File: src/rtl/param_window_shift_reg_pkg.sv
// Shared types for the convolver tap window: FSM states and per-tap operation select.
package param_window_shift_reg_pkg;
  localparam int WID_FILTER = 16;

  typedef enum logic [1:0] {
    ST_EMPTY   = 2'd0,
    ST_FILLING = 2'd1,
    ST_FULL    = 2'd2
  } sr_state_e;

  // Operation applied to every tap cell this cycle; clear/reset override in the cell.
  typedef enum logic [1:0] {
    TAP_HOLD  = 2'd0,
    TAP_SHIFT = 2'd1,
    TAP_ROT   = 2'd2,
    TAP_LOAD  = 2'd3
  } tap_op_e;
endpackage

File: src/rtl/param_window_shift_reg_if.sv
// Control/data bundle between the fetch path and the tap window.
// SR_PRELOAD_EN adds the parallel preload signals.
interface param_window_shift_reg_if #(
  parameter int WIDTH = 16,
  parameter int DEPTH = 9
);
  localparam int CW = $clog2(DEPTH + 1);

  logic                   clear;
  logic                   shift_en;
  logic                   rot_en;
  logic [WIDTH-1:0]       inp_sr;
`ifdef SR_PRELOAD_EN
  logic                   preload_en;
  logic [DEPTH*WIDTH-1:0] preload_data;
`endif
  logic [DEPTH*WIDTH-1:0] taps_out;
  logic [CW-1:0]          fill_cnt;
  logic                   full;
  logic [CW-1:0]          rot_cnt;
  logic                   rot_wrap;
  logic                   op_err;

  modport master (
`ifdef SR_PRELOAD_EN
    output preload_en, preload_data,
`endif
    output clear, shift_en, rot_en, inp_sr,
    input  taps_out, fill_cnt, full, rot_cnt, rot_wrap, op_err
  );

  modport slave (
`ifdef SR_PRELOAD_EN
    input  preload_en, preload_data,
`endif
    input  clear, shift_en, rot_en, inp_sr,
    output taps_out, fill_cnt, full, rot_cnt, rot_wrap, op_err
  );
endinterface

File: src/rtl/param_window_shift_reg_sr_tap_cell.sv
// One WIDTH-bit tap register with hold/shift/rotate/preload select and sync reset/clear.
module sr_tap_cell
  import param_window_shift_reg_pkg::*;
#(
  parameter int WIDTH = 16
) (
  input  logic             clk,
  input  logic             rst,
  input  logic             clr,
  input  tap_op_e          op,
  input  logic [WIDTH-1:0] shift_in,
  input  logic [WIDTH-1:0] rot_in,
  input  logic [WIDTH-1:0] load_in,
  output logic [WIDTH-1:0] q
);
  logic [WIDTH-1:0] q_d, q_q;

  always_comb begin
    q_d = q_q;
    case (op)
      TAP_SHIFT: q_d = shift_in;
      TAP_ROT:   q_d = rot_in;
      TAP_LOAD:  q_d = load_in;
      default:   q_d = q_q;
    endcase
  end

  always_ff @(posedge clk) begin
    if (rst || clr) q_q <= '0;
    else            q_q <= q_d;
  end

  assign q = q_q;
endmodule

File: src/rtl/param_window_shift_reg.sv
// Parallel-tap window for the convolver: DEPTH taps, fill tracking, rotate and clear.
// Optional parallel preload under SR_PRELOAD_EN.
module param_window_shift_reg
  import param_window_shift_reg_pkg::*;
#(
  parameter int WIDTH = WID_FILTER,
  parameter int DEPTH = 9
) (
  input logic                     clk,
  input logic                     rst,
  param_window_shift_reg_if.slave bus
);
  localparam int             CW      = $clog2(DEPTH + 1);
  localparam logic [CW-1:0]  DEPTH_C = CW'(DEPTH);
  localparam logic [CW-1:0]  LAST_C  = CW'(DEPTH - 1);

  logic [DEPTH-1:0][WIDTH-1:0] tap_q, ld_vec;
  logic                        pre_req;
  logic                        do_load, do_shift, do_rot;
  tap_op_e                     tap_op;

  sr_state_e     state_d, state_q;
  logic [CW-1:0] fill_cnt_d, fill_cnt_q, rot_cnt_d, rot_cnt_q;
  logic          full_d, full_q, rot_wrap_d, rot_wrap_q, op_err_d, op_err_q;

`ifdef SR_PRELOAD_EN
  assign pre_req = bus.preload_en;
  assign ld_vec  = bus.preload_data;
`else
  assign pre_req = 1'b0;
  assign ld_vec  = '0;
`endif

  always_comb begin
    do_load    = !bus.clear && pre_req;
    do_shift   = !bus.clear && !pre_req && bus.shift_en;
    do_rot     = !bus.clear && !pre_req && !bus.shift_en && bus.rot_en && full_q;
    tap_op     = do_load  ? TAP_LOAD  :
                 do_shift ? TAP_SHIFT :
                 do_rot   ? TAP_ROT   : TAP_HOLD;

    state_d    = state_q;
    fill_cnt_d = fill_cnt_q;
    rot_cnt_d  = rot_cnt_q;
    rot_wrap_d = 1'b0;
    // A rotate request is illegal when it loses to a shift or the window is not full.
    op_err_d   = !bus.clear && !pre_req && bus.rot_en && (bus.shift_en || !full_q);

    if (bus.clear) begin
      state_d    = ST_EMPTY;
      fill_cnt_d = '0;
      rot_cnt_d  = '0;
      op_err_d   = 1'b0;
    end else if (do_load) begin
      state_d    = ST_FULL;
      fill_cnt_d = DEPTH_C;
      rot_cnt_d  = '0;
    end else if (do_shift) begin
      rot_cnt_d  = '0;
      if (fill_cnt_q < DEPTH_C) fill_cnt_d = fill_cnt_q + 1'b1;
      state_d    = (fill_cnt_d == DEPTH_C) ? ST_FULL : ST_FILLING;
    end else if (do_rot) begin
      rot_wrap_d = (rot_cnt_q == LAST_C);
      rot_cnt_d  = rot_wrap_d ? '0 : rot_cnt_q + 1'b1;
    end

    full_d = (state_d == ST_FULL);
  end

  always_ff @(posedge clk) begin
    if (rst) begin
      state_q    <= ST_EMPTY;
      fill_cnt_q <= '0;
      rot_cnt_q  <= '0;
      full_q     <= 1'b0;
      rot_wrap_q <= 1'b0;
      op_err_q   <= 1'b0;
    end else begin
      state_q    <= state_d;
      fill_cnt_q <= fill_cnt_d;
      rot_cnt_q  <= rot_cnt_d;
      full_q     <= full_d;
      rot_wrap_q <= rot_wrap_d;
      op_err_q   <= op_err_d;
    end
  end

  for (genvar i = 0; i < DEPTH; i++) begin : g_tap
    logic [WIDTH-1:0] sh_in, rt_in;
    if (i == 0) begin : g_head
      assign sh_in = bus.inp_sr;
      assign rt_in = tap_q[DEPTH-1];
    end else begin : g_body
      assign sh_in = tap_q[i-1];
      assign rt_in = tap_q[i-1];
    end

    sr_tap_cell #(.WIDTH(WIDTH)) u_cell (
      .clk      (clk),
      .rst      (rst),
      .clr      (bus.clear),
      .op       (tap_op),
      .shift_in (sh_in),
      .rot_in   (rt_in),
      .load_in  (ld_vec[i]),
      .q        (tap_q[i])
    );
  end

  assign bus.taps_out = tap_q;
  assign bus.fill_cnt = fill_cnt_q;
  assign bus.full     = full_q;
  assign bus.rot_cnt  = rot_cnt_q;
  assign bus.rot_wrap = rot_wrap_q;
  assign bus.op_err   = op_err_q;
endmodule

File: src/flat_wrapper.sv
// flat-port wrapper written by rule: the top's interface ports become plain ports
module param_window_shift_reg_flat import param_window_shift_reg_pkg::*;
#(
  parameter int WIDTH = WID_FILTER,
  parameter int DEPTH = 9
)
  (clk, rst, bus_clear, bus_shift_en, bus_rot_en, bus_inp_sr, bus_taps_out, bus_fill_cnt, bus_full, bus_rot_cnt, bus_rot_wrap, bus_op_err);
  param_window_shift_reg_if #(.WIDTH(WIDTH), .DEPTH(DEPTH)) bus_i ();
  input logic clk;
  input logic rst;
  input wire logic [$bits(bus_i.clear)-1:0] bus_clear;
  input wire logic [$bits(bus_i.shift_en)-1:0] bus_shift_en;
  input wire logic [$bits(bus_i.rot_en)-1:0] bus_rot_en;
  input wire logic [$bits(bus_i.inp_sr)-1:0] bus_inp_sr;
  output wire logic [$bits(bus_i.taps_out)-1:0] bus_taps_out;
  output wire logic [$bits(bus_i.fill_cnt)-1:0] bus_fill_cnt;
  output wire logic [$bits(bus_i.full)-1:0] bus_full;
  output wire logic [$bits(bus_i.rot_cnt)-1:0] bus_rot_cnt;
  output wire logic [$bits(bus_i.rot_wrap)-1:0] bus_rot_wrap;
  output wire logic [$bits(bus_i.op_err)-1:0] bus_op_err;
  assign bus_i.clear = bus_clear;
  assign bus_i.shift_en = bus_shift_en;
  assign bus_i.rot_en = bus_rot_en;
  assign bus_i.inp_sr = bus_inp_sr;
  assign bus_taps_out = bus_i.taps_out;
  assign bus_fill_cnt = bus_i.fill_cnt;
  assign bus_full = bus_i.full;
  assign bus_rot_cnt = bus_i.rot_cnt;
  assign bus_rot_wrap = bus_i.rot_wrap;
  assign bus_op_err = bus_i.op_err;
  param_window_shift_reg #(.WIDTH(WIDTH), .DEPTH(DEPTH)) u_core (.clk(clk), .rst(rst), .bus(bus_i));
endmodule
File: config.mk
export PLATFORM = sky130hd
export DESIGN_NAME = param_window_shift_reg_flat
export DESIGN_NICKNAME = d
export VERILOG_FILES = /design/src/rtl/param_window_shift_reg_pkg.sv /design/src/rtl/param_window_shift_reg_if.sv /design/src/rtl/param_window_shift_reg_sr_tap_cell.sv /design/src/rtl/param_window_shift_reg.sv /design/src/flat_wrapper.sv
export SDC_FILE = /design/constraint.sdc
export NUM_CORES = 1
export LEC_CHECK = 0
export ABC_AREA = 1
export CAP_MARGIN = 20
export CORE_AREA = 8 8 177 179
export DETAILED_ROUTE_END_ITERATION = 6
export DIE_AREA = 0 0 185 187
export MAX_ROUTING_LAYER = met4
export PLACE_DENSITY = 0.6
export SLEW_MARGIN = 30
export SYNTH_ARGS = -nofsm -noshare
export SYNTH_HDL_FRONTEND = slang
export SYNTH_HIERARCHICAL = 1
export SYNTH_SLANG_ARGS = --single-unit
File: constraint.sdc
create_clock -name clk -period 4.1 [get_ports clk]
set_clock_uncertainty 0.2 [all_clocks]
set_input_delay 0.41 -clock clk [delete_from_list [all_inputs] [get_ports clk]]
set_output_delay 0.41 -clock clk [all_outputs]
set_load 0.01 [all_outputs]
==> key figures, run 1 <==
Cells and area
  – Commonest non-fill, non-tap cell in the layout: nand2_1
  – Non-filler cells, final: 2175
  – Layout Cell Area excl Fill: 0.0124 mm²
  – Most frequent cells in the layout: nand2_1, nor2_1, clkdlybuf4s50_1, inv_1, dfxtp_1
  – Fillers: 3030
  – Synth-to-layout area growth: 26.0%
  – Fin nets: 1803
  – Layout cells sized above 1: 0.0514

Global routing
  – GRT Util Overall: 0.175
  – Global-route wire length before repair: 47.4 mm
  – Initial antenna violation count: 1
  – Largest net degree at the start of global routing: 169
  – Vias in the first global route: 8798
  – GR Overflow Total: 0

Floorplan
  – Width of the die: 185 µm
  – Row count: 62
  – Effective utilization at floorplan: 0.345
  – Core area: 0.0284 mm²
  – Die height: 187 µm
  – Boundary Pins: 176
  – Die area: 0.0346 mm²

Timing
  – Max-slew violation count: 0
  – Minimum clock period: 2.50 ns
  – Setup TNS: 0 ns
  – Worst slew margin: 0.447
  – Fin. Hold Viols: 0
  – Slew of the pin with the lowest slew margin: 0.830 ns
  – Fin crit share: 0.609
  – # setup viols final: 0
  – Unrepaired setup endpoints after global routing: false
  – Fmax: 400 MHz

Clocking
  – Clock transition at path regs: 0.06 ns
  – H-tree Lvls: 4
  – Post-CTS sizing: 0
  – Clk sinks: 157
  – Setup Fix Bufs, Post-CTS: 0
  – CTS Root Cell: clkbuf_16
  – Clk_lat worst skew: 0.42 ns
  – TritonCTS clock tree: done
  – Hold_buf cts: 0
  – Cts bufs inserted: 17
  – CTS max path bufs: 2

Routing
  – WL met2: 13.9 mm
  – Drt first pass iters: 5
  – Initial detailed-routing violation count: 766
  – Routed wire length: 29.7 mm
  – ANT nets after route: 0
  – DR WL met3: 1.20 mm
  – Uppermost layer routed: met4
  – Routed WL per cell: 13.6 µm
  – DRC viols: 0
  – Vias: 9706
  – Metal1 wirelength: 14.3 mm
  – Via-to-Cell Ratio: 4.46

Logic synthesis
  – Seq/Total Area, Yosys: 0.320
  – Post-Synth Adder-Cell Area: 0.00510
  – Post-synthesis simple-gate area fraction: 0.337
  – Post-synthesis compound-gate area fraction: 0.156
  – Ys flop type: dfxtp_1
  – Mux contribution to synthesized area: 0
  – Xor/xnor share of the synthesized area: 0
  – Netlist cell types: 27
  – Main combinational cell family by area after synthesis: simple AND/OR/NAND/NOR gates
  – Seq cells post-synth: 157
  – Avg Cell Area, Syn: 6.43 µm²
  – Post-synth EDFFs: 0
  – Share of flip-flops with an asynchronous set or reset: 0
  – Cells after synthesis: 1524
  – Syn. warnings: 6
  – Synth Cell Area: 0.00981 mm²

Power
  – Clk pwr share: 0.418
  – Sw Pwr: 1.04 mW
  – Power Density: 299 mW/mm²
  – Switching share of power: 0.281
  – LEAKAGE: 5.35 nW
  – Share of power burned in registers: 0.444
  – Gate power share: 0.138
  – Pint: 2.66 mW
  – IR drop worst, VDD: 235 µV

Critical path
  – Worst Path Arrival: 2.60 ns
  – Flop2flop setup slack: 1.88 ns
  – Max stage delay on crit path: 0.56 ns
  – Critical Path Fanout Max: 55
  – Worst Path Buf+Inv: 5
  – Crit start category: primary input
  – Crit path cell chain: clkdlybuf4s50_1, buf_4, inv_2, nand2_2, nor3_4, buf_12, buf_4, a21oi_1, nor2_1, nor2_1
  – Critical path class: in2reg
  – Critical path's slowest cell: nor3_4
  – Data required time of the worst path: 4.20 ns
  – Setup crit end kind: flip-flop
  – Crit path max-delay family: buffers and inverters

Placed design
  – Global placer's final weighted congestion: 0.793
  – IO Port Bufs: 175
  – DP Wirelength: 21.4 mm
  – Post-Place Cells: 2143
  – Placed cell areas: 0.0118 mm²

Status
  – Status: finished, final reports clean

Flow run
  – # Max-Cap Violations: 0

Worst hold path
  – Hold Path Class: reg2reg
## layer usage
metal  track usage  up-vias
met3        0.0295       13
li1              -     5193
met1         0.227     4328
met4        0.0336        0
met5             -        -
met2         0.284      172
## cell usage after synthesis (4+ instances only)
cell / instances / area [µm²]
buf_8: 18 / 270
nor2_2: 10 / 62.6
inv_4: 9 / 56.3
buf_6: 36 / 405
dfxtp_1: 157 / 3140
nand3_1: 150 / 751
o21ai_1: 90 / 450
nand2_8: 9 / 180
nor2_1: 296 / 1110
buf_4: 36 / 270
inv_8: 9 / 101
buf_2: 9 / 45.0
inv_1: 164 / 616
ha_1: 4 / 50.1
o21ai_0: 58 / 290
nand2_1: 302 / 1130
a21oi_1: 150 / 751
## worst register-to-register path, cell delays in order, from the launching register on
cell and delay (ns):
dfxtp_1 0.37, inv_1 0.09, nor3_4 0.61, buf_12 0.33, buf_4 0.27, a21oi_1 0.08, nor2_1 0.13, nor2_1 0.05
## final cells by class
cell class	instances	area (µm²)	share of cell area
diodes	1	2.50	0.000202
repair buffers	191	1960	0.159
flip-flops and latches	157	3140	0.254
clock buffers	21	460	0.0373
well taps	384	480	0.0389
inverters	184	781	0.0632
multi-input cells	1227	5430	0.439
clock inverters	10	104	0.00840
## final timing paths
| check | start | end | depth (start not counted) |
|---|---|---|---|
| setup / recovery | bus_clear | u_core/g_tap[5].u_cell/q[4]$_SDFFE_PP0P_ | 10 |
| hold / removal | u_core/state_q[0]$_SDFF_PP0_ | u_core/state_q[0]$_SDFF_PP0_ | 2 |
| setup reg to reg | u_core/bus.full$_SDFF_PP0_ | u_core/g_tap[5].u_cell/q[4]$_SDFFE_PP0P_ | 7 |
| hold reg to reg | u_core/state_q[0]$_SDFF_PP0_ | u_core/state_q[0]$_SDFF_PP0_ | 2 |
## flip-flops by register name, summed over array words and instances (netlist names)
| signal | flops |
|---|---|
| u_core/g_tap.u_cell/q | 144 |
| u_core/bus.fill_cnt | 4 |
| u_core/bus.rot_cnt | 4 |
| u_core/state_q | 2 |
| u_core/bus.full | 1 |
| u_core/bus.op_err | 1 |
| u_core/bus.rot_wrap | 1 |
## cells by family after synthesis
group | Yosys count
other | 1
flip-flops | 157
AND/OR/NAND/NOR | 776
adder cells (fa/ha/maj) | 4
buffers and inverters | 283
AO/OA/AOI/OAI | 303
## through the flow
step / power [mW] / hold WS (ns) / setup slack (ns) / utilization
floorplan: 2.01 / 0.263 / 2.21 / -
global placement: 2.18 / 0.293 / 1.23 / 0.415
detailed placement: 2.19 / 0.303 / 1.15 / 0.415
CTS: 3.75 / 0.314 / 1.60 / 0.435
global route: 3.90 / 0.350 / 1.47 / 0.435
finish: 3.70 / 0.312 / 1.60 / 0.435
## power by group through the flow
stage,Sequential (mW),Combinational [mW],Clock [mW]
final,1.64,0.511,1.55
after global routing,1.65,0.578,1.67
after CTS,1.64,0.513,1.60
after detailed placement,1.68,0.511,0
after global placement,1.68,0.504,0
after floorplan,1.67,0.335,0
Power figures use the tool's default switching activity.
==> run 2: changes to the inputs <==
==> constraint.sdc (replaced) <==
create_clock -name clk -period 2.4 [get_ports clk]
set_clock_uncertainty 0.2 [all_clocks]
set_input_delay 0.24 -clock clk [delete_from_list [all_inputs] [get_ports clk]]
set_output_delay 0.24 -clock clk [all_outputs]
set_load 0.01 [all_outputs]
==> run 2 against run 1 <==
Effect of this change:
- via count is 2.1% higher
- total power grew 73%
- die area unchanged
- register-to-register slack got worse by 1.4 ns
- worst setup slack got worse by 1.2 ns
- final area up 3.2%
- critical path depth fell by 9
- sequential power grew 71%
- first-iteration DRC count is 5.9% lower
- utilization grew 1.4 points
- clock power rose by 72%
- largest power group unchanged
==> key figures, run 2 (synthesized netlist as in run 1, its figures left out) <==
Status
  – Status: finished, final reports clean

Timing
  – Worst slew margin: 0.628
  – Unrepaired setup endpoints after global routing: false
  – Setup TNS: 0 ns
  – # setup viols final: 0
  – Minimum clock period: 1.95 ns
  – Fin. Hold Viols: 0
  – Worst setup margin: 0.446 ns
  – Slew of the pin with the lowest slew margin: 0.557 ns
  – Fin crit share: 0.814
  – Fmax: 512 MHz
  – Max-slew violation count: 0

Critical path
  – Crit path cell chain: clkdlybuf4s50_1
  – Critical path's slowest cell: clkdlybuf4s50_1
  – Max stage delay on crit path: 0.64 ns
  – Worst Path Buf+Inv: 1
  – Crit path max-delay family: buffers and inverters
  – Worst Path Arrival: 1.51 ns
  – Crit start category: flip-flop
  – Critical Path Fanout Max: 7
  – Setup crit end kind: output pin
  – Critical path class: reg2out
  – Data required time of the worst path: 1.96 ns

Placed design
  – IO Port Bufs: 175
  – Setup WS pre-CTS: 0.0841 ns
  – Global placer's final weighted congestion: 0.843
  – DP Wirelength: 22.5 mm

Global routing
  – Met3 usage: 0.0286
  – GRT Util Overall: 0.175
  – Global-route wire length before repair: 47.7 mm
  – Vias in the first global route: 8908
  – Initial antenna violation count: 2
  – Largest net degree at the start of global routing: 42
  – GRT met2 Usage: 0.283
  – Most used routing layer: met2
  – GR Overflow Total: 0
  – M1 GR Usage: 0.225

Routing
  – ANT nets after route: 0
  – Drt first pass iters: 5
  – DRC viols: 0
  – Routed WL per cell: 13.6 µm
  – Initial detailed-routing violation count: 721
  – Via-to-Cell Ratio: 4.50
  – Routed wire length: 29.9 mm
  – Vias: 9905

Floorplan
  – Die area: 0.0346 mm²
  – Row count: 62
  – Boundary Pins: 176
  – Effective utilization at floorplan: 0.345
  – Die height: 187 µm
  – Width of the die: 185 µm
  – Core area: 0.0284 mm²

Power
  – Sw Pwr: 1.84 mW
  – LEAKAGE: 5.55 nW
  – Gate power share: 0.144
  – IR drop worst, VDD: 356 µV
  – Power Density: 501 mW/mm²
  – Switching share of power: 0.288
  – Share of power burned in registers: 0.439
  – Pint: 4.55 mW
  – Clk pwr share: 0.418

Cells and area
  – Post-Route Utilization: 0.449
  – Area occupied by registers: 0.00314 mm²
  – Most frequent cells in the layout: nand2_1, nor2_1, clkdlybuf4s50_1, inv_1, dfxtp_1
  – Synth-to-layout area growth: 30.0%
  – Multi-input gate area: 0.00543 mm²
  – Layout cells sized above 1: 0.0661
  – Commonest non-fill, non-tap cell in the layout: nand2_1
  – Fillers: 2992
  – Max FFs per register: 144
  – Fin nets: 1828

Clocking
  – Clk sinks: 157
  – Post-CTS sizing: 0
  – Clk_lat worst skew: 0.42 ns
  – Cts bufs inserted: 17
  – CTS Root Cell: clkbuf_16
  – H-tree Lvls: 4
  – TritonCTS clock tree: done
  – Setup Fix Bufs, Post-CTS: 0
  – Hold_buf cts: 0
  – Clock transition at path regs: 0.07 ns
  – CTS max path bufs: 2

Worst hold path
  – Hold Path Class: in2reg

Flow run
  – # Max-Cap Violations: 0
## run 2: cell types whose count changed in the layout (fill, tap and decap cells not counted)
cell | previous run | this run
inv_8 | 9 | 11
clkinv_2 | 0 | 1
diode_2 | 1 | 2
clkinv_4 | 1 | 4
clkinvlp_4 | 4 | 2
buf_4 | 9 | 19
inv_6 | 4 | 5
clkbuf_8 | 2 | 0
buf_12 | 7 | 22
clkbuf_1 | 2 | 0
## run 2: cell type report
cell class                 count  area share
antenna                        2    0.000393
clock buffer                  17      0.0334
clock inverter                15      0.0119
inverter                     184      0.0612
multi-input combinational   1227       0.426
sequential                   157       0.247
tap                          384      0.0377
timing repair buffer         216       0.183
## run 2: final timing paths
path / from / slack (ns) / end / depth (start not counted)
max reg2reg: u_core/bus.full$_SDFF_PP0_ / 0.48 / u_core/g_tap[3].u_cell/q[10]$_SDFFE_PP0P_ / 8
min: bus_rot_en / 0.27 / u_core/bus.op_err$_SDFF_PP0_ / 3
min reg2reg: u_core/state_q[0]$_SDFF_PP0_ / 0.30 / u_core/state_q[0]$_SDFF_PP0_ / 2
max: u_core/bus.fill_cnt[3]$_SDFFE_PP0P_ / 0.45 / bus_fill_cnt[3] / 1
## run 2: per-stage QoR
| step | std cells | hold slack (ns) | power, mW | cell area [µm²] |
|---|---|---|---|---|
| 4_1_cts | 2200 | 0.255 | 6.47 | 12700 |
| 6_report | 2202 | 0.273 | 6.39 | 12700 |
| 3_3_place_gp | 2168 | 0.285 | 3.77 | 12200 |
| 5_1_grt | 2202 | 0.271 | 6.69 | 12700 |
| 2_1_floorplan | 1667 | 0.109 | 3.43 | 10300 |
| 3_5_place_dp | 2168 | 0.294 | 3.78 | 12200 |
## run 2: layer usage
layer	vias up	wire, µm
met5	-	0
met4	0	433
met3	25	1390
met2	202	14000
met1	4446	14100
li1	5232	-
## run 2: power by group through the flow
stage                     Clock [mW]  Combinational [mW]  Sequential [mW]
after global routing            2.84                1.03             2.82
after CTS                       2.74               0.921             2.80
after global placement             0               0.907             2.86
final                           2.67               0.917             2.80
after detailed placement           0               0.917             2.86
after floorplan                    0               0.573             2.86
